### config.mk
export PLATFORM = sky130hd
export DESIGN_NAME = pmp_cfg_ctrl_flat
export DESIGN_NICKNAME = d
export VERILOG_FILES = /design/src/rtl/pmp_cfg_ctrl_if.sv /design/src/rtl/pmp_cfg_ctrl.sv /design/src/flat_wrapper.sv
export SDC_FILE = /design/constraint.sdc
export NUM_CORES = 1
export LEC_CHECK = 0
export ABC_AREA = 0
export CORE_AREA = 2 2 135 137
export CTS_BUF_LIST = sky130_fd_sc_hd__clkbuf_8
export CTS_CLUSTER_DIAMETER = 150
export DETAILED_ROUTE_END_ITERATION = 6
export DIE_AREA = 0 0 137 139
export PLACE_DENSITY = 0.67
export SLEW_MARGIN = 15
export SYNTH_ARGS = -nofsm -noshare
export SYNTH_HDL_FRONTEND = slang
export SYNTH_SLANG_ARGS = --single-unit
export TNS_END_PERCENT = 1
### constraint.sdc
create_clock -name clk -period 3.4 [get_ports clk]
set_clock_uncertainty 0.15 [all_clocks]
set_input_delay 0.51 -clock clk [delete_from_list [all_inputs] [get_ports clk]]
set_output_delay 0.51 -clock clk [all_outputs]
set_load 0.1 [all_outputs]
### src/rtl/pmp_cfg_ctrl_if.sv
// Configuration write port of the PMP controller.
// The master side issues region writes with a valid/ready handshake and
// receives a one-cycle done pulse, qualified by err when the write was
// rejected. The slave side is the controller itself.
interface pmp_cfg_ctrl_if #(
    parameter int ADDR_W = 8
);
    logic              cfg_valid;
    logic              cfg_ready;
    logic [2:0]        cfg_idx;
    logic [ADDR_W-1:0] cfg_base;
    logic [ADDR_W-1:0] cfg_limit;
    logic [2:0]        cfg_perm;
    logic              cfg_lock;
    logic              cfg_done;
    logic              cfg_err;

    modport master (
        output cfg_valid, cfg_idx, cfg_base, cfg_limit, cfg_perm, cfg_lock,
        input  cfg_ready, cfg_done, cfg_err
    );

    modport slave (
        input  cfg_valid, cfg_idx, cfg_base, cfg_limit, cfg_perm, cfg_lock,
        output cfg_ready, cfg_done, cfg_err
    );
endinterface

### src/rtl/pmp_cfg_ctrl.sv
// Physical-memory-protection configuration and fault controller.
// Holds NUM_REGIONS address ranges with {X,W,R} permissions and lock bits,
// programmed through a three-phase (IDLE/COMMIT/RESP) configuration FSM.
// Instruction-fetch and data-access checks are combinational from the
// current table; the first violation is latched into a sticky fault record.
// Optional feature: define PMP_FAULT_CNT_EN to build a saturating 8-bit
// per-cycle violation counter; otherwise fault_count is tied to zero.
module pmp_cfg_ctrl #(
    parameter int NUM_REGIONS    = 4,
    parameter int ADDR_W         = 8,
    parameter bit RST_ALL_ACCESS = 1'b1
) (
    input  logic              clk,
    input  logic              rst,
    pmp_cfg_ctrl_if.slave     cfg,
    input  logic [ADDR_W-1:0] instr_addr,
    input  logic [ADDR_W-1:0] data_addr,
    input  logic              data_rd,
    input  logic              data_wr,
    output logic              instr_ok,
    output logic              data_ok,
    output logic              fault_valid,
    output logic [ADDR_W-1:0] fault_addr,
    output logic [1:0]        fault_cause,
    input  logic              fault_clear,
    output logic [7:0]        fault_count
);

    localparam logic [3:0] NUM_REGIONS_W = 4'(NUM_REGIONS);
    localparam logic [1:0] CAUSE_FETCH   = 2'd0;
    localparam logic [1:0] CAUSE_LOAD    = 2'd1;
    localparam logic [1:0] CAUSE_STORE   = 2'd2;

    typedef enum logic [1:0] {
        ST_IDLE   = 2'd0,
        ST_COMMIT = 2'd1,
        ST_RESP   = 2'd2
    } cfg_state_e;

    // One region entry; perm is {X,W,R}.
    typedef struct packed {
        logic [ADDR_W-1:0] base;
        logic [ADDR_W-1:0] limit;
        logic [2:0]        perm;
        logic              lock;
    } entry_t;

    typedef entry_t [NUM_REGIONS-1:0] table_t;

    // Captured configuration request, held through COMMIT.
    typedef struct packed {
        logic [2:0]        idx;
        logic [ADDR_W-1:0] base;
        logic [ADDR_W-1:0] limit;
        logic [2:0]        perm;
        logic              lock;
    } req_t;

    // Result of a table lookup: whether any region matched and its perms.
    typedef struct packed {
        logic       hit;
        logic [2:0] perm;
    } match_t;

    // Table contents after reset: optionally one all-access region 0.
    function automatic table_t reset_table();
        table_t t;
        t = '0;
        if (RST_ALL_ACCESS) begin
            t[0].base  = '0;
            t[0].limit = '1;
            t[0].perm  = 3'b111;
        end
        return t;
    endfunction

    // Lowest-index region containing addr decides; scanning downwards lets
    // the lowest hit overwrite any higher one.
    function automatic match_t lookup(input logic [ADDR_W-1:0] addr,
                                      input table_t            tbl);
        match_t m;
        m = '0;
        for (int i = NUM_REGIONS - 1; i >= 0; i--) begin
            if (addr >= tbl[i].base && addr <= tbl[i].limit) begin
                m.hit  = 1'b1;
                m.perm = tbl[i].perm;
            end
        end
        return m;
    endfunction

    cfg_state_e state_q, state_d;
    table_t     tbl_q, tbl_d;
    req_t       req_q, req_d;
    logic       cfg_ready_q, cfg_ready_d;
    logic       cfg_done_q, cfg_done_d;
    logic       cfg_err_q, cfg_err_d;

    logic              fault_valid_q, fault_valid_d;
    logic [ADDR_W-1:0] fault_addr_q, fault_addr_d;
    logic [1:0]        fault_cause_q, fault_cause_d;

    logic   req_reject;
    logic   target_locked;
    match_t instr_m;
    match_t data_m;
    logic   violation;

    // Reject decision for the held request, judged against the live table.
    always_comb begin
        // NOTE: every variable written in a combinational block gets a
        // default first so no path leaves it holding a value (no latch).
        target_locked = 1'b0;
        for (int i = 0; i < NUM_REGIONS; i++) begin
            if (req_q.idx == 3'(i)) begin
                target_locked = tbl_q[i].lock;
            end
        end
        req_reject = ({1'b0, req_q.idx} >= NUM_REGIONS_W) ||
                     target_locked ||
                     (req_q.base > req_q.limit);
    end

    // Configuration FSM next state, table write and registered handshake outputs.
    always_comb begin
        state_d    = state_q;
        tbl_d      = tbl_q;
        req_d      = req_q;
        cfg_done_d = 1'b0;
        cfg_err_d  = 1'b0;
        unique case (state_q)
            ST_IDLE: begin
                if (cfg.cfg_valid) begin
                    req_d.idx   = cfg.cfg_idx;
                    req_d.base  = cfg.cfg_base;
                    req_d.limit = cfg.cfg_limit;
                    req_d.perm  = cfg.cfg_perm;
                    req_d.lock  = cfg.cfg_lock;
                    state_d     = ST_COMMIT;
                end
            end
            ST_COMMIT: begin
                if (!req_reject) begin
                    for (int i = 0; i < NUM_REGIONS; i++) begin
                        if (req_q.idx == 3'(i)) begin
                            tbl_d[i].base  = req_q.base;
                            tbl_d[i].limit = req_q.limit;
                            tbl_d[i].perm  = req_q.perm;
                            tbl_d[i].lock  = req_q.lock;
                        end
                    end
                end
                cfg_done_d = 1'b1;
                cfg_err_d  = req_reject;
                state_d    = ST_RESP;
            end
            ST_RESP: begin
                state_d = ST_IDLE;
            end
            default: begin
                state_d = ST_IDLE;
            end
        endcase
        cfg_ready_d = (state_d == ST_IDLE);
    end

    // Configuration FSM state, table and handshake outputs; reset aborts any write.
    always_ff @(posedge clk) begin
        // NOTE: state elements use non-blocking assignment so every flop
        // samples its pre-edge inputs regardless of statement order.
        if (rst) begin
            state_q     <= ST_IDLE;
            tbl_q       <= reset_table();
            cfg_ready_q <= 1'b1;
            cfg_done_q  <= 1'b0;
            cfg_err_q   <= 1'b0;
        end else begin
            state_q     <= state_d;
            tbl_q       <= tbl_d;
            cfg_ready_q <= cfg_ready_d;
            cfg_done_q  <= cfg_done_d;
            cfg_err_q   <= cfg_err_d;
        end
    end

    // Request holding register, loaded only on acceptance.
    always_ff @(posedge clk) begin
        // NOTE: the request register has no reset: it is only read in COMMIT,
        // which is always preceded by a capture. The table is reset because
        // its contents must be defined immediately after reset.
        req_q <= req_d;
    end

    assign cfg.cfg_ready = cfg_ready_q;
    assign cfg.cfg_done  = cfg_done_q;
    assign cfg.cfg_err   = cfg_err_q;

    // Zero-latency permission checks against the current table.
    always_comb begin
        instr_m  = lookup(instr_addr, tbl_q);
        data_m   = lookup(data_addr, tbl_q);
        instr_ok = instr_m.hit && instr_m.perm[2];
        data_ok  = !(data_rd || data_wr) ||
                   (data_m.hit && (!data_rd || data_m.perm[0])
                               && (!data_wr || data_m.perm[1]));
        violation = !instr_ok || !data_ok;
    end

    // Fault record next state: capture when empty or being cleared, fetch
    // before data, store before load.
    always_comb begin
        fault_valid_d = fault_valid_q;
        fault_addr_d  = fault_addr_q;
        fault_cause_d = fault_cause_q;
        if (violation && (!fault_valid_q || fault_clear)) begin
            fault_valid_d = 1'b1;
            if (!instr_ok) begin
                fault_addr_d  = instr_addr;
                fault_cause_d = CAUSE_FETCH;
            end else begin
                fault_addr_d  = data_addr;
                fault_cause_d = data_wr ? CAUSE_STORE : CAUSE_LOAD;
            end
        end else if (fault_clear) begin
            fault_valid_d = 1'b0;
        end
    end

    // Sticky fault record registers.
    always_ff @(posedge clk) begin
        if (rst) begin
            fault_valid_q <= 1'b0;
            fault_addr_q  <= '0;
            fault_cause_q <= CAUSE_FETCH;
        end else begin
            fault_valid_q <= fault_valid_d;
            fault_addr_q  <= fault_addr_d;
            fault_cause_q <= fault_cause_d;
        end
    end

    assign fault_valid = fault_valid_q;
    assign fault_addr  = fault_addr_q;
    assign fault_cause = fault_cause_q;

`ifdef PMP_FAULT_CNT_EN
    logic [7:0] fault_cnt_q, fault_cnt_d;

    // Saturating count of violating cycles, independent of the record.
    always_comb begin
        fault_cnt_d = fault_cnt_q;
        if (violation && (fault_cnt_q != 8'hFF)) begin
            fault_cnt_d = fault_cnt_q + 8'd1;
        end
    end

    // Violation counter register; cleared only by reset.
    always_ff @(posedge clk) begin
        if (rst) begin
            fault_cnt_q <= 8'h00;
        end else begin
            fault_cnt_q <= fault_cnt_d;
        end
    end

    assign fault_count = fault_cnt_q;
`else
    assign fault_count = 8'h00;
`endif

endmodule
### src/flat_wrapper.sv
// flat-port wrapper written by rule: the top's interface ports become plain ports
module pmp_cfg_ctrl_flat 
#(
    parameter int NUM_REGIONS    = 4,
    parameter int ADDR_W         = 8,
    parameter bit RST_ALL_ACCESS = 1'b1
)
  (clk, rst, instr_addr, data_addr, data_rd, data_wr, instr_ok, data_ok, fault_valid, fault_addr, fault_cause, fault_clear, fault_count, cfg_cfg_valid, cfg_cfg_idx, cfg_cfg_base, cfg_cfg_limit, cfg_cfg_perm, cfg_cfg_lock, cfg_cfg_ready, cfg_cfg_done, cfg_cfg_err);
  pmp_cfg_ctrl_if #(.ADDR_W(ADDR_W)) cfg_i ();
  input  logic clk;
  input  logic rst;
  input  logic [ADDR_W-1:0] instr_addr;
  input  logic [ADDR_W-1:0] data_addr;
  input  logic data_rd;
  input  logic data_wr;
  output logic instr_ok;
  output logic data_ok;
  output logic fault_valid;
  output logic [ADDR_W-1:0] fault_addr;
  output logic [1:0] fault_cause;
  input  logic fault_clear;
  output logic [7:0] fault_count;
  input wire logic [$bits(cfg_i.cfg_valid)-1:0] cfg_cfg_valid;
  input wire logic [$bits(cfg_i.cfg_idx)-1:0] cfg_cfg_idx;
  input wire logic [$bits(cfg_i.cfg_base)-1:0] cfg_cfg_base;
  input wire logic [$bits(cfg_i.cfg_limit)-1:0] cfg_cfg_limit;
  input wire logic [$bits(cfg_i.cfg_perm)-1:0] cfg_cfg_perm;
  input wire logic [$bits(cfg_i.cfg_lock)-1:0] cfg_cfg_lock;
  output wire logic [$bits(cfg_i.cfg_ready)-1:0] cfg_cfg_ready;
  output wire logic [$bits(cfg_i.cfg_done)-1:0] cfg_cfg_done;
  output wire logic [$bits(cfg_i.cfg_err)-1:0] cfg_cfg_err;
  assign cfg_i.cfg_valid = cfg_cfg_valid;
  assign cfg_i.cfg_idx = cfg_cfg_idx;
  assign cfg_i.cfg_base = cfg_cfg_base;
  assign cfg_i.cfg_limit = cfg_cfg_limit;
  assign cfg_i.cfg_perm = cfg_cfg_perm;
  assign cfg_i.cfg_lock = cfg_cfg_lock;
  assign cfg_cfg_ready = cfg_i.cfg_ready;
  assign cfg_cfg_done = cfg_i.cfg_done;
  assign cfg_cfg_err = cfg_i.cfg_err;
  pmp_cfg_ctrl #(.NUM_REGIONS(NUM_REGIONS), .ADDR_W(ADDR_W), .RST_ALL_ACCESS(RST_ALL_ACCESS)) u_core (.clk(clk), .rst(rst), .cfg(cfg_i), .instr_addr(instr_addr), .data_addr(data_addr), .data_rd(data_rd), .data_wr(data_wr), .instr_ok(instr_ok), .data_ok(data_ok), .fault_valid(fault_valid), .fault_addr(fault_addr), .fault_cause(fault_cause), .fault_clear(fault_clear), .fault_count(fault_count));
endmodule
==> results by stage, run 1 <==
Logic synthesis:
- The post-synthesis cell count is 893.
- The async set-reset flop share out of synthesis is 0.
- The number of synthesized flops with an enable pin is 23.
- The flip-flop and latch count after synthesis is 118.
- The synthesis warning total is 0.
- The fraction of synthesized cell area taken by the top area cell type is 0.244.
- In this run the mean area of a mapped cell was 8.72 sq um.
- Yosys mapped the design onto 58 distinct sky130hd cell types.
- The post-synthesis cell type with the largest combined area is dfxtp_1.
- Yosys attributes the largest share of cell area to dfxtp_1 24%, ha_1 22%, edfxtp_1 8.9%.
- The mapped netlist covers between 7000 and 8000 sq um.
- The sequential cell area fraction in the yosys report is 0.333.
- The main flop type after synthesis is dfxtp_1.

Pwr:
- For this design the static power due to leakage is 3.87 nW.
- The share of total power in sequential cells is 0.390.
- The part of the total power dissipated in combinational logic is 0.261.
- The worst supply voltage drop on vdd is 0.355 mV.
- Summed over all nets, the switching power comes to roughly 0.0014 W.
- Of the total power, the share spent switching nets is 0.345.
- Of the total power, the clock network draws 0.349.
- The internal cell power is ~0.0026 W.
- The power per cell area is approximately 400 nW/um^2.
- The sum of internal, switching and leakage power is 0.00394 W.

Hold path:
- The hold path endpoint is u_core.tbl_q[7].
- In this run the worst hold path is classified as reg -> reg.
- The worst hold path begins at u_core.tbl_q[7].
- The instance count along the most critical hold path is 1.

Run status:
- The checks that failed: setup timing.
- The run finished, with violations left.

Placed design:
- Port buffering added 60 buffers.
- The detailed-placement wirelength estimate is 18300 um.
- At the end of routability-driven placement, the weighted congestion stood at 0.962.
- The post-placement setup slack is -0.608 ns.

Final layout:
- Of the cells placed in the final design, the portion with a size suffix greater than 1 is 0.199.
- The total area of multi-input combinational cells is about 5000 sq um.
- From synthesis to final layout, the design area changed by 26.7%.
- The sequential cells in the finished layout cover a total of 2600 sq um.
- The final net count is around 1200.
- Fill cells in the final layout number 1615.

Routing:
- The first detailed-routing pass ran for 5 iterations.
- The average wire length per cell after detail routing is 19.6 um.
- The violation count after the first detailed-routing iteration is 605.
- The ratio of routed vias to standard cells is 5.84.
- The count of antenna-violating nets left after detailed routing is 0.
- The DRC violation count after routing is 0.
- The total number of vias is 7306.
- The total wirelength of the detailed-routed design is 24600 um.

Timing:
- The total negative setup slack is -0.336 ns.
- The period utilization is 1.06.
- In the post-route analysis, the smallest setup slack over all paths is -0.190 ns.
- The worst slew margin relative to its limit is 0.343.
- The maximum frequency from static timing analysis is around 0.28 GHz.
- The final number of max-transition violations is 0.
- Counting I/O delays and the setup requirement, the final critical path takes 3.59 ns.
- The final number of setup-violating endpoints is 2.
- The number of endpoints with negative hold slack in the final report is 0.
- Setup repair after global routing could not meet its margin everywhere.
- At the pin with the least slew margin, the transition time is 0.982 ns.

Clock network:
- The number of buffers between clock root and the deepest sink is 2.
- The H-tree generated during clock tree synthesis spans 4 levels.
- The number of buffers created by CTS is 17.
- The clock reaches the later pin of the worst-skew pair after 0.46 ns.
- The cell chosen for the clock root is clkbuf_8.
- The clock transition at the registers of the reported paths is 0.08 ns.
- The clock sink count is 118.
- TritonCTS built the clock tree.

Floorplanning:
- The total area inside the core boundary comes to around 18000 sq um.
- The I/O pin count is 69.
- The x dimension of the die is 137 um.
- The floorplan step defined a die boundary enclosing 19000 sq um.
- The initial utilization of the core area, before any placement, comes to 0.441.
- The die is 139 um tall.
- The floorplan has 49 rows.

GRT:
- The largest net degree at the start of global routing is 50.
- The wire length of the first global-routing pass is 37600 um.
- For this run, the total global-route usage over all layers was measured as 0.261.
- The residual overflow from global routing is 0.
- The met2 track demand over resource in global routing is 0.413.
- For this run, global-route usage on met3 was measured as 0.0471.
- The initial antenna violation count is 0.
- The via count of the first global-routing pass is between 6000 and 7000.
- In the global route stage, met1 resource usage came out at 0.343.
- After global routing, the most crowded layer is met2.

Flow run:
- The max capacitance violation total is 0.

Setup path:
- The worst-path maximum fanout is 3.
- The setup slack of the most critical reg-to-reg path is 0.11 ns.
- The worst register-to-register path begins at u_core.tbl_q[54].
- The worst setup path is captured at a primary output.
- The arrival time at the worst endpoint is approximately 3 ns.
- The capturing point of the worst reg2reg path is u_core.fault_addr[0].
- The number of cells on the worst reg-to-reg path is 12.
- Data on the critical path is required at its endpoint by 2.74 ns.
- The worst setup path is of the reg -> out kind.
- The startpoint kind of the worst setup timing path is a register.
-- sequential cells by signal, summed over array words and instances (netlist names) --
signal and flops:
u_core.tbl_q 80, u_core.req_q 23, u_core.fault_addr 8, u_core.fault_cause 2, u_core.state_q 2, u_core.cfg.cfg_err 1
u_core.cfg.cfg_ready 1, u_core.fault_valid 1
-- cells in the mapped netlist (all sizes together) (3+ instances only) --
cell type and instances:
a211o 14, a211oi 5, a21o 8, a21oi 110, a221o 3, a31oi 9
and3 7, buf 12, clkbuf 40, dfxtp 95, edfxtp 23, ha 136
inv 76, nand2 22, nand2b 9, nand3 75, nand4 17, nor2 37
nor2b 13, nor3 14, nor3b 4, nor4 4, o2111ai 4, o211ai 7
o21a 13, o21ai 89, o221a 8, o31a 8, or2 3, or3 7
-- how the worst max path moves through the flow --
stage	start	endpoint	slack (ns)	depth (start not counted)
2_1_floorplan	data_addr[0]	data_ok	0.08	8
3_3_place_gp	instr_addr[7]	instr_ok	-0.54	12
3_5_place_dp	data_addr[5]	u_core.fault_addr[2]	-0.61	11
4_1_cts	u_core.tbl_q[59]	data_ok	-0.18	10
5_1_grt	u_core.tbl_q[54]	data_ok	-0.29	10
6_report	u_core.tbl_q[54]	data_ok	-0.19	10
-- power by group through the flow --
stage / logic [W] / registers, W / clock network [W]
detailed placement: 0.000964 / 0.00157 / 0
finish: 0.00103 / 0.00154 / 0.00137
floorplan: 0.000452 / 0.00171 / 0
CTS: 0.00100 / 0.00153 / 0.00139
global placement: 0.000957 / 0.00157 / 0
global route: 0.00110 / 0.00154 / 0.00146
-- logic make-up (layout without fill, tap and decap cells) --
| group | Yosys count | in the layout | synth area share |
|---|---|---|---|
| multiplexers | 2 | 2 | 0.00418 |
| AND/OR/NAND/NOR | 219 | 219 | 0.146 |
| flip-flops | 118 | 118 | 0.333 |
| AO/OA/AOI/OAI | 288 | 288 | 0.229 |
| buffers and inverters | 129 | 250 | 0.0691 |
| other | 1 | 9 | 0.000482 |
| adder cells (fa/ha/maj) | 136 | 136 | 0.219 |
-- layer usage --
| metal | up-vias | wire length (um) | share of wire |
|---|---|---|---|
| met5 | - | 0 | 0 |
| met1 | 3416 | 10300 | 0.42 |
| li1 | 3517 | - | - |
| met4 | 0 | 939 | 0.038 |
| met3 | 60 | 1830 | 0.075 |
| met2 | 313 | 11500 | 0.47 |
-- worst max-delay path, cell delays in order (launching register included) --
cell and delay, ns:
dfxtp_1 0.33, inv_1 0.09, ha_4 0.28, a21o_1 0.12, a31oi_1 0.06, o21a_1 0.24, or3_4 0.40, a311o_1 0.28
a221o_1 0.32, and2_4 0.18, buf_12 0.16
-- cell type report --
| type | instances | area share |
|---|---|---|
| Clock buffer | 17 | 0.0237 |
| Multi-Input combinational cell | 653 | 0.507 |
| Tap cell | 229 | 0.0290 |
| Inverter | 76 | 0.0294 |
| Timing Repair Buffer | 142 | 0.128 |
| Antenna cell | 1 | 0.000254 |
| Clock inverter | 15 | 0.0184 |
| Sequential cell | 118 | 0.264 |
-- cell usage in the layout, fill, tap and decap left out, types with 4 or more instances in the layout --
cell type	n
a211o_1	13
a31oi_1	8
edfxtp_1	23
buf_12	6
ha_1	124
or3_1	6
a211oi_2	5
a21o_1	7
o31a_2	6
o221a_1	8
clkdlybuf4s15_2	4
inv_1	67
clkbuf_8	17
conb_1	8
buf_6	4
o21ai_0	78
dfxtp_2	7
nand3_1	74
dlygate4sd2_1	8
nand2b_1	7
a21oi_2	4
o211ai_1	7
inv_2	8
buf_4	80
nand2_1	22
and3_1	6
dfxtp_1	88
nor2_1	37
o21ai_1	9
ha_4	12
a21oi_1	105
o21a_1	12
clkdlybuf4s50_1	34
nand4_1	17
o2111ai_1	4
nor2b_1	13
nor3_1	12
-- per-stage QoR --
stage / util / hold slack (ns) / area, sq um / std cells
3_5_place_dp: 0.514 / 0.303 / 9070 / 1210
4_1_cts: 0.554 / 0.323 / 9790 / 1249
6_report: 0.559 / 0.318 / 9870 / 1251
3_3_place_gp: 0.514 / 0.293 / 9070 / 1210
5_1_grt: 0.559 / 0.346 / 9860 / 1250
2_1_floorplan: - / 0.276 / 7810 / 900
-- timing repair --
action,in CTS,in global routing
hold buffers,0,0
endpoints found under the setup margin,12,2
gates resized for setup,97,12
setup buffers,7,1
pin swaps,25,6
Power figures use the tool's default switching activity.
==> inputs of run 2 (changes only) <==
==> constraint.sdc (replaced) <==
create_clock -name clk -period 3.7 [get_ports clk]
set_clock_uncertainty 0.15 [all_clocks]
set_input_delay 0.555 -clock clk [delete_from_list [all_inputs] [get_ports clk]]
set_output_delay 0.555 -clock clk [all_outputs]
set_load 0.1 [all_outputs]
==> run 2 against run 1 <==
  * The flow now finishes without violations
  * Global-route usage rose by 0.16 points
  * First-iteration DRC count fell by 19%
  * Cell count fell by 0.80%
  * Combinational power fell by 9%
  * Core utilization fell by 0.28 points
  * Total power fell by 8.8%
  * Count of clock-buffer cells in the layout did not move
  * Non-clock buffer count fell by 9
  * Sequential share of layout area rose by 0.12 points
  * Critical endpoint is now instr_ok
  * Largest cell class unchanged
==> results by stage, run 2 (synthesis results as in run 1) <==
Floorplanning:
- The I/O pin count is 69 (unchanged).
- The placeable core area came to 17700 sq um (unchanged).
- The cell row count is 49 (unchanged).
- The height of the die was 139 um (unchanged).
- The die outline area is 19000 sq um (unchanged).
- The x dimension of the die came to 137 um (unchanged).
- The initial cell density of the core was 0.441 (unchanged).

Final layout:
- The number of flip-flops under the largest register name came to 80 (unchanged).
- The final net count is 1180 (was 1189).
- The most flop-heavy register is u_core.tbl_q (unchanged).
- The number of diodes is 0 (was 1).
- The post-synthesis to final-layout area growth came to 26.1% (was 26.7%).
- The most common cell after layout, fill and taps aside is ha_1 (unchanged).
- The share of layout cells above drive strength 1 is 0.188 (was 0.199).
- Highest-count cells in the layout ignoring fill and taps: 121 x ha_1, 103 x a21oi_1, 89 x dfxtp_1 (was 124 x ha_1, 105 x a21oi_1, 88 x dfxtp_1).

Pwr:
- The static leakage is 3.81 nW (was 3.87 nW).
- The worst supply voltage drop on vdd came to 0.357 mV (was 0.355 mV).
- The power per cell area is 366 nW/um^2 (was 399 nW/um^2).

Setup path:
- Crit-path cells: clkdlybuf4s50_1 -> buf_6 -> ha_4 -> o2111ai_1 -> nor2_1 -> a211oi_2 -> nor3_2 -> or4bb_1 -> a21o_2 -> inv_2 -> buf_12 (was inv_1 -> ha_4 -> a21o_1 -> a31oi_1 -> o21a_1 -> or3_4 -> a311o_1 -> a221o_1 -> and2_4 -> buf_12).
- The type of the worst setup path is in -> out (was reg -> out).
- The startpoint kind of the worst setup timing path is an input port (was register).
- The arrival time at the worst endpoint is 2.95 ns (was 2.93 ns).
- The delay of the slowest critical-path stage came to 0.48 ns (was 0.40 ns).
- The required time at the endpoint of the critical path is 2.99 ns (was 2.74 ns).
- The number of cells on the worst reg-to-reg path came to 13 (was 12).
- The start of the worst register-to-register path is u_core.tbl_q[7] (was u_core.tbl_q[54]).
- The family with the most delay on the worst path is buffers and inverters (was compound AO/OA/AOI/OAI gates).
- The number of logic stages on the critical path including buffering is 11 (was 10).
- The worst-path maximum fanout is 7 (was 3).
- The sum of buffers and inverters on the critical path is 4 (was 2).
- The launch point of the critical path is instr_addr[7] (was u_core.tbl_q[54]).
- The critical-path cell with the highest stage delay is or4bb_1 (was or3_4).
- The critical path endpoint category is a primary output (unchanged).

GRT:
- The residual overflow from global routing came to 0 (unchanged).
- The via count of the first global-routing pass was 6983 (was 6973).
- The largest net degree at the start of global routing is 74 (was 50).
- The initial antenna violation count was 0 (unchanged).
- The wire length of the first global-routing pass is 37700 um (was 37600 um).
- The overall routing resource usage was 0.262 (was 0.261).

Routing:
- The violation count after the first detailed-routing iteration is 492 (was 605).
- The routed wire length on met2 is 11200 um (was 11500 um).
- The first-pass detailed-route iteration total came to 5 (unchanged).
- The topmost layer with routed signal wires is met4 (unchanged).
- The DRC violation count after routing is 0 (unchanged).
- The routed length on met1 is 10500 um (was 10300 um).
- The ratio of routed vias to standard cells is 5.86 (was 5.84).
- The met3 routed wirelength is 1770 um (was 1830 um).
- The count of antenna-violating nets left after detailed routing was 0 (unchanged).
- The total number of vias is 7274 (was 7306).
- The average wire length per cell after detail routing was 19.9 um (was 19.6 um).
- The total wirelength of the detailed-routed design was 24600 um (about the same).

Timing:
- The final worst slack is 0.0472 ns (was -0.190 ns).
- The slew of the pin with the lowest slew margin was 0.987 ns (was 0.982 ns).
- The total negative setup slack is 0 ns (was -0.336 ns).
- The number of endpoints with negative hold slack in the final report is 0 (unchanged).
- The period utilization is 0.987.
- The smallest clock period supported by the final layout is computed as 3.65 ns.
- The final number of setup-violating endpoints is 0 (was 2).
- The final number of max-transition violations is 0 (unchanged).
- The maximum frequency from static timing analysis is 0.274 GHz.
- The worst slew margin relative to its limit was 0.340 (was 0.343).

Placed design:
- The post-placement setup slack came to -0.369 ns (was -0.608 ns).
- The last weighted congestion value of the routability-driven placer is 0.929 (was 0.962).
- The detailed-placement wirelength estimate is 17700 um (was 18300 um).
- The count of buffers inserted at the top-level ports is 60 (unchanged).

Clock network:
- The number of buffers between clock root and the deepest sink is 2 (unchanged).
- The count of H-tree levels built during CTS is 4 (unchanged).
- The cell chosen for the clock root is clkbuf_8 (unchanged).
- The insertion delay of the later-clocked pin in the worst-skew pair is 0.48 ns (was 0.46 ns).
- The number of buffers created by CTS was 17 (unchanged).
- The clock transition at the registers of the reported paths came to 0.08 ns (about the same).
- The clock sink count is 118 (unchanged).
- The clock tree from TritonCTS is done (unchanged).

Hold path:
- The startpoint of the lowest-slack hold path is u_core.tbl_q[7] (unchanged).
- The instance count along the most critical hold path is 1 (unchanged).
- The type of the worst min-delay path is reg -> reg (unchanged).

Flow run:
- The max capacitance violation total came to 0 (unchanged).

Run status:
- Run status: complete, no violations (was finished with violations).
-- run 2: cell count changes in the layout (fill, tap and decap cells not counted), moves of 3 or more --
cell             delta
clkdlybuf4s50_1     +8
clkinvlp_4          -3
clkbuf_2            +4
buf_4              -17
ha_1                -3
clkdlybuf4s15_2     -3
ha_4                +3
inv_6               +3
clkinv_4            +3
o21ai_0             -3
-- run 2: what timing repair did --
action | 4_1_cts | 5_1_grt
hold buffers | 0 | 0
pin swaps | 12 | 25
gates cloned | 0 | 0
resized for setup | 43 | 64
setup endpoints to repair | 2 | 2
buffers inserted | 1 | 1
-- run 2: worst paths after layout --
check | endpoint | slack (ns)
worst max-delay path | instr_ok | 0.05
worst min-delay path | u_core.tbl_q[7] | 0.31
worst max register to register | u_core.fault_addr[6] | 0.45
worst min register to register | u_core.tbl_q[7] | 0.31
-- run 2: stage by stage --
stage               cells  utilization  hold WS [ns]  power, W  area, sq um
global placement     1207        0.514         0.294   0.00232         9080
CTS                  1240        0.542         0.321   0.00357         9580
floorplan             900            -         0.276   0.00199         7810
detailed placement   1207        0.514         0.301   0.00233         9080
finish               1241        0.556         0.308   0.00359         9820
global route         1241        0.556         0.337   0.00374         9820
-- run 2: layout make-up --
cell class | instances | area [sq um]
Timing Repair Buffer | 133 | 1220
Sequential cell | 118 | 2600
Clock inverter | 15 | 171
Clock buffer | 17 | 234
Fill cell | 1609 | 7840
Tap cell | 229 | 287
Inverter | 76 | 285
Multi-Input combinational cell | 653 | 5020
-- run 2: where the power goes --
part           internal, W  switching, W
clock network     0.000615      0.000618
logic             0.000339      0.000594
registers          0.00136     0.0000625
-- run 2: worst reg2reg max path, stage by stage (launching register included) --
cell	delay, ns
dfxtp_2	0.33
inv_1	0.06
ha_1	0.29
and4_4	0.20
a221o_1	0.34
a221o_1	0.34
a21oi_4	0.23
mux2i_1	0.21
a21o_2	0.17
inv_2	0.07
buf_4	0.13
buf_4	0.16
o31a_2	0.33
o221a_1	0.12
-- run 2: per-layer routing --
metal	up-vias	GRT usage
met2	293	0.400
li1	3496	-
met4	0	0.141
met3	79	0.0512
met5	-	0
met1	3406	0.348
==> inputs of run 3 (changes only) <==
--- a/config.mk
+++ b/config.mk
@@ -6,12 +6,14 @@
 export NUM_CORES = 1
 export LEC_CHECK = 0
 export ABC_AREA = 0
+export CELL_PAD_IN_SITES_DETAIL_PLACEMENT = 0
+export CELL_PAD_IN_SITES_GLOBAL_PLACEMENT = 1
 export CORE_AREA = 2 2 135 137
 export CTS_BUF_LIST = sky130_fd_sc_hd__clkbuf_8
 export CTS_CLUSTER_DIAMETER = 150
 export DETAILED_ROUTE_END_ITERATION = 6
 export DIE_AREA = 0 0 137 139
-export PLACE_DENSITY = 0.67
+export PLACE_DENSITY = 0.83
 export SLEW_MARGIN = 15
 export SYNTH_ARGS = -nofsm -noshare
 export SYNTH_HDL_FRONTEND = slang
==> run 3 against run 2 <==
  * Die area unchanged
  * Cell count up 0.32%
  * Sequential cell count unchanged
  * Critical endpoint unchanged
==> results by stage, run 3 (synthesis results as in run 1) <==
Run status:
- Run status: complete, no violations (unchanged).

GRT:
- The residual overflow from global routing is 0 (unchanged).
- The overall routing resource usage was 0.255 (was 0.262).
- The largest net degree at the start of global routing is 49 (was 74).
- The wire length of the first global-routing pass is 36900 um (was 37700 um).
- The via count of the first global-routing pass is 6633 (was 6983).
- The initial antenna violation count is 0 (unchanged).

Placed design:
- The last weighted congestion value of the routability-driven placer is 0.896 (was 0.929).
- The detailed-placement wirelength estimate was 18200 um (was 17700 um).
- The placed cell area is 9010 sq um (was 9080 sq um).
- The count of buffers inserted at the top-level ports is 60 (unchanged).
- The post-placement setup slack is -0.525 ns (was -0.369 ns).

Timing:
- The number of endpoints with negative hold slack in the final report is 0 (unchanged).
- The period utilization is 0.994 (was 0.987).
- The slew of the pin with the lowest slew margin is 0.998 ns (was 0.987 ns).
- The worst slew margin relative to its limit is 0.332 (was 0.340).
- The shortest clock period the worst path allows after layout is 3.68 ns (was 3.65 ns).
- The final worst slack is 0.0221 ns (was 0.0472 ns).
- The total negative setup slack was 0 ns (unchanged).
- The final worst hold slack is 0.325 ns (was 0.308 ns).
- The final number of setup-violating endpoints is 0 (unchanged).
- Setup repair after global routing could not meet its margin everywhere.
- The maximum frequency from static timing analysis is 0.272 GHz (was 0.274 GHz).
- The final number of max-transition violations is 0 (unchanged).

Final layout:
- The number of fill cells is 1632 (was 1609).
- The design area is 9970 sq um (was 9820 sq um).
- Highest-count cells in the layout ignoring fill and taps: 111 x ha_1, 105 x a21oi_1, 90 x dfxtp_1 (was 121 x ha_1, 103 x a21oi_1, 89 x dfxtp_1).
- The most common cell after layout, fill and taps aside is ha_1 (unchanged).
- The total area of multi-input combinational cells is 5130 sq um (was 5020 sq um).
- The share of layout cells above drive strength 1 is 0.201 (was 0.188).
- The final net count is 1184 (was 1180).
- The post-synthesis to final-layout area growth is 28.1% (was 26.1%).
- The number of diodes was 0 (unchanged).
- The number of flip-flops under the largest register name is 80 (unchanged).
- The flip-flop and latch area is 2600 sq um (about the same).
- The most flop-heavy register is u_core.tbl_q (unchanged).

Routing:
- The total wirelength of the detailed-routed design is 24600 um (about the same).
- The DRC violation count after routing is 0 (unchanged).
- The count of antenna-violating nets left after detailed routing is 0 (unchanged).
- The first-pass detailed-route iteration total was 5 (unchanged).
- The ratio of routed vias to standard cells was 5.75 (was 5.86).
- The average wire length per cell after detail routing is 19.8 um (was 19.9 um).
- The violation count after the first detailed-routing iteration was 614 (was 492).
- The total number of vias is 7159 (was 7274).

Floorplanning:
- The cell row count came to 49 (unchanged).
- The die outline area came to 19000 sq um (unchanged).
- The x dimension of the die is 137 um (unchanged).
- The initial cell density of the core came to 0.441 (unchanged).
- The placeable core area is 17700 sq um (unchanged).
- The height of the die is 139 um (unchanged).
- The I/O pin count is 69 (unchanged).

Clock network:
- The clock tree from TritonCTS is done (unchanged).
- The count of H-tree levels built during CTS is 4 (unchanged).
- The clock sink count is 118 (unchanged).
- The insertion delay of the later-clocked pin in the worst-skew pair is 0.45 ns (was 0.48 ns).
- The number of buffers created by CTS is 17 (unchanged).
- The number of buffers added to fix hold violations after cts is 0 (unchanged).
- The clock transition at the registers of the reported paths is 0.07 ns (was 0.08 ns).
- The number of buffers between clock root and the deepest sink is 2 (unchanged).
- The cell chosen for the clock root is clkbuf_8 (unchanged).

Pwr:
- The sum of internal, switching and leakage power is 0.00366 W (was 0.00359 W).
- The power per cell area is 367 nW/um^2 (was 366 nW/um^2).
- The static leakage was 3.80 nW (was 3.81 nW).
- The worst supply voltage drop on vdd is 0.273 mV (was 0.357 mV).

Setup path:
- The startpoint kind of the worst setup timing path is an input port (unchanged).
- The critical path endpoint category is a primary output (unchanged).
- The worst-path maximum fanout is 8 (was 7).
- The arrival time at the worst endpoint is 2.97 ns (was 2.95 ns).
- The type of the worst setup path is in -> out (unchanged).
- The required time at the endpoint of the critical path is 2.99 ns (about the same).

Hold path:
- The type of the worst min-delay path is reg -> reg (unchanged).

Flow run:
- The max capacitance violation total is 0 (unchanged).
## run 3: metal layers
metal	wire [um]	track usage
met4	590	0.0814
met1	11600	0.366
met3	1400	0.0545
met2	11000	0.381
met5	0	0
## run 3: report_power, final
group          switching, W  internal, W
clock network      0.000570     0.000738
registers         0.0000569      0.00136
logic              0.000594     0.000341
total               0.00122      0.00244
## run 3: path summary, 6_finish.rpt
path	startpoint	to	slack, ns	depth (start not counted)
worst max-delay path	instr_addr[0]	instr_ok	0.02	11
worst min-delay path	u_core.tbl_q[10]	u_core.tbl_q[10]	0.32	1
worst min register to register	u_core.tbl_q[10]	u_core.tbl_q[10]	0.32	1
worst max register to register	u_core.tbl_q[46]	u_core.fault_addr[0]	0.27	12
## run 3: cell type report
cell class / count / share of cell area
Tap cell: 229 / 0.0287
Sequential cell: 118 / 0.261
Multi-Input combinational cell: 653 / 0.515
Timing Repair Buffer: 137 / 0.123
Clock buffer: 17 / 0.0235
Clock inverter: 15 / 0.0203
Inverter: 76 / 0.0291
## run 3: what timing repair did
item	4_1_cts	5_1_grt
pin swaps	30	37
resized for setup	57	63
endpoints found under the setup margin	2	2
setup buffers	4	3
cloned	0	1
## run 3: critical path, stage by stage
cell	delay (ns)
clkdlybuf4s50_1	0.47
inv_2	0.07
buf_12	0.16
ha_1	0.29
nand4_1	0.08
or2_2	0.27
o21ai_0	0.11
or4bb_1	0.47
a21o_2	0.25
inv_4	0.07
buf_12	0.17
## run 3: per-stage QoR
| step | utilization | std cells |
|---|---|---|
| after floorplan | - | 900 |
| after global placement | 0.510 | 1205 |
| after detailed placement | 0.510 | 1205 |
| after CTS | 0.546 | 1241 |
| after global routing | 0.565 | 1245 |
| final | 0.565 | 1245 |
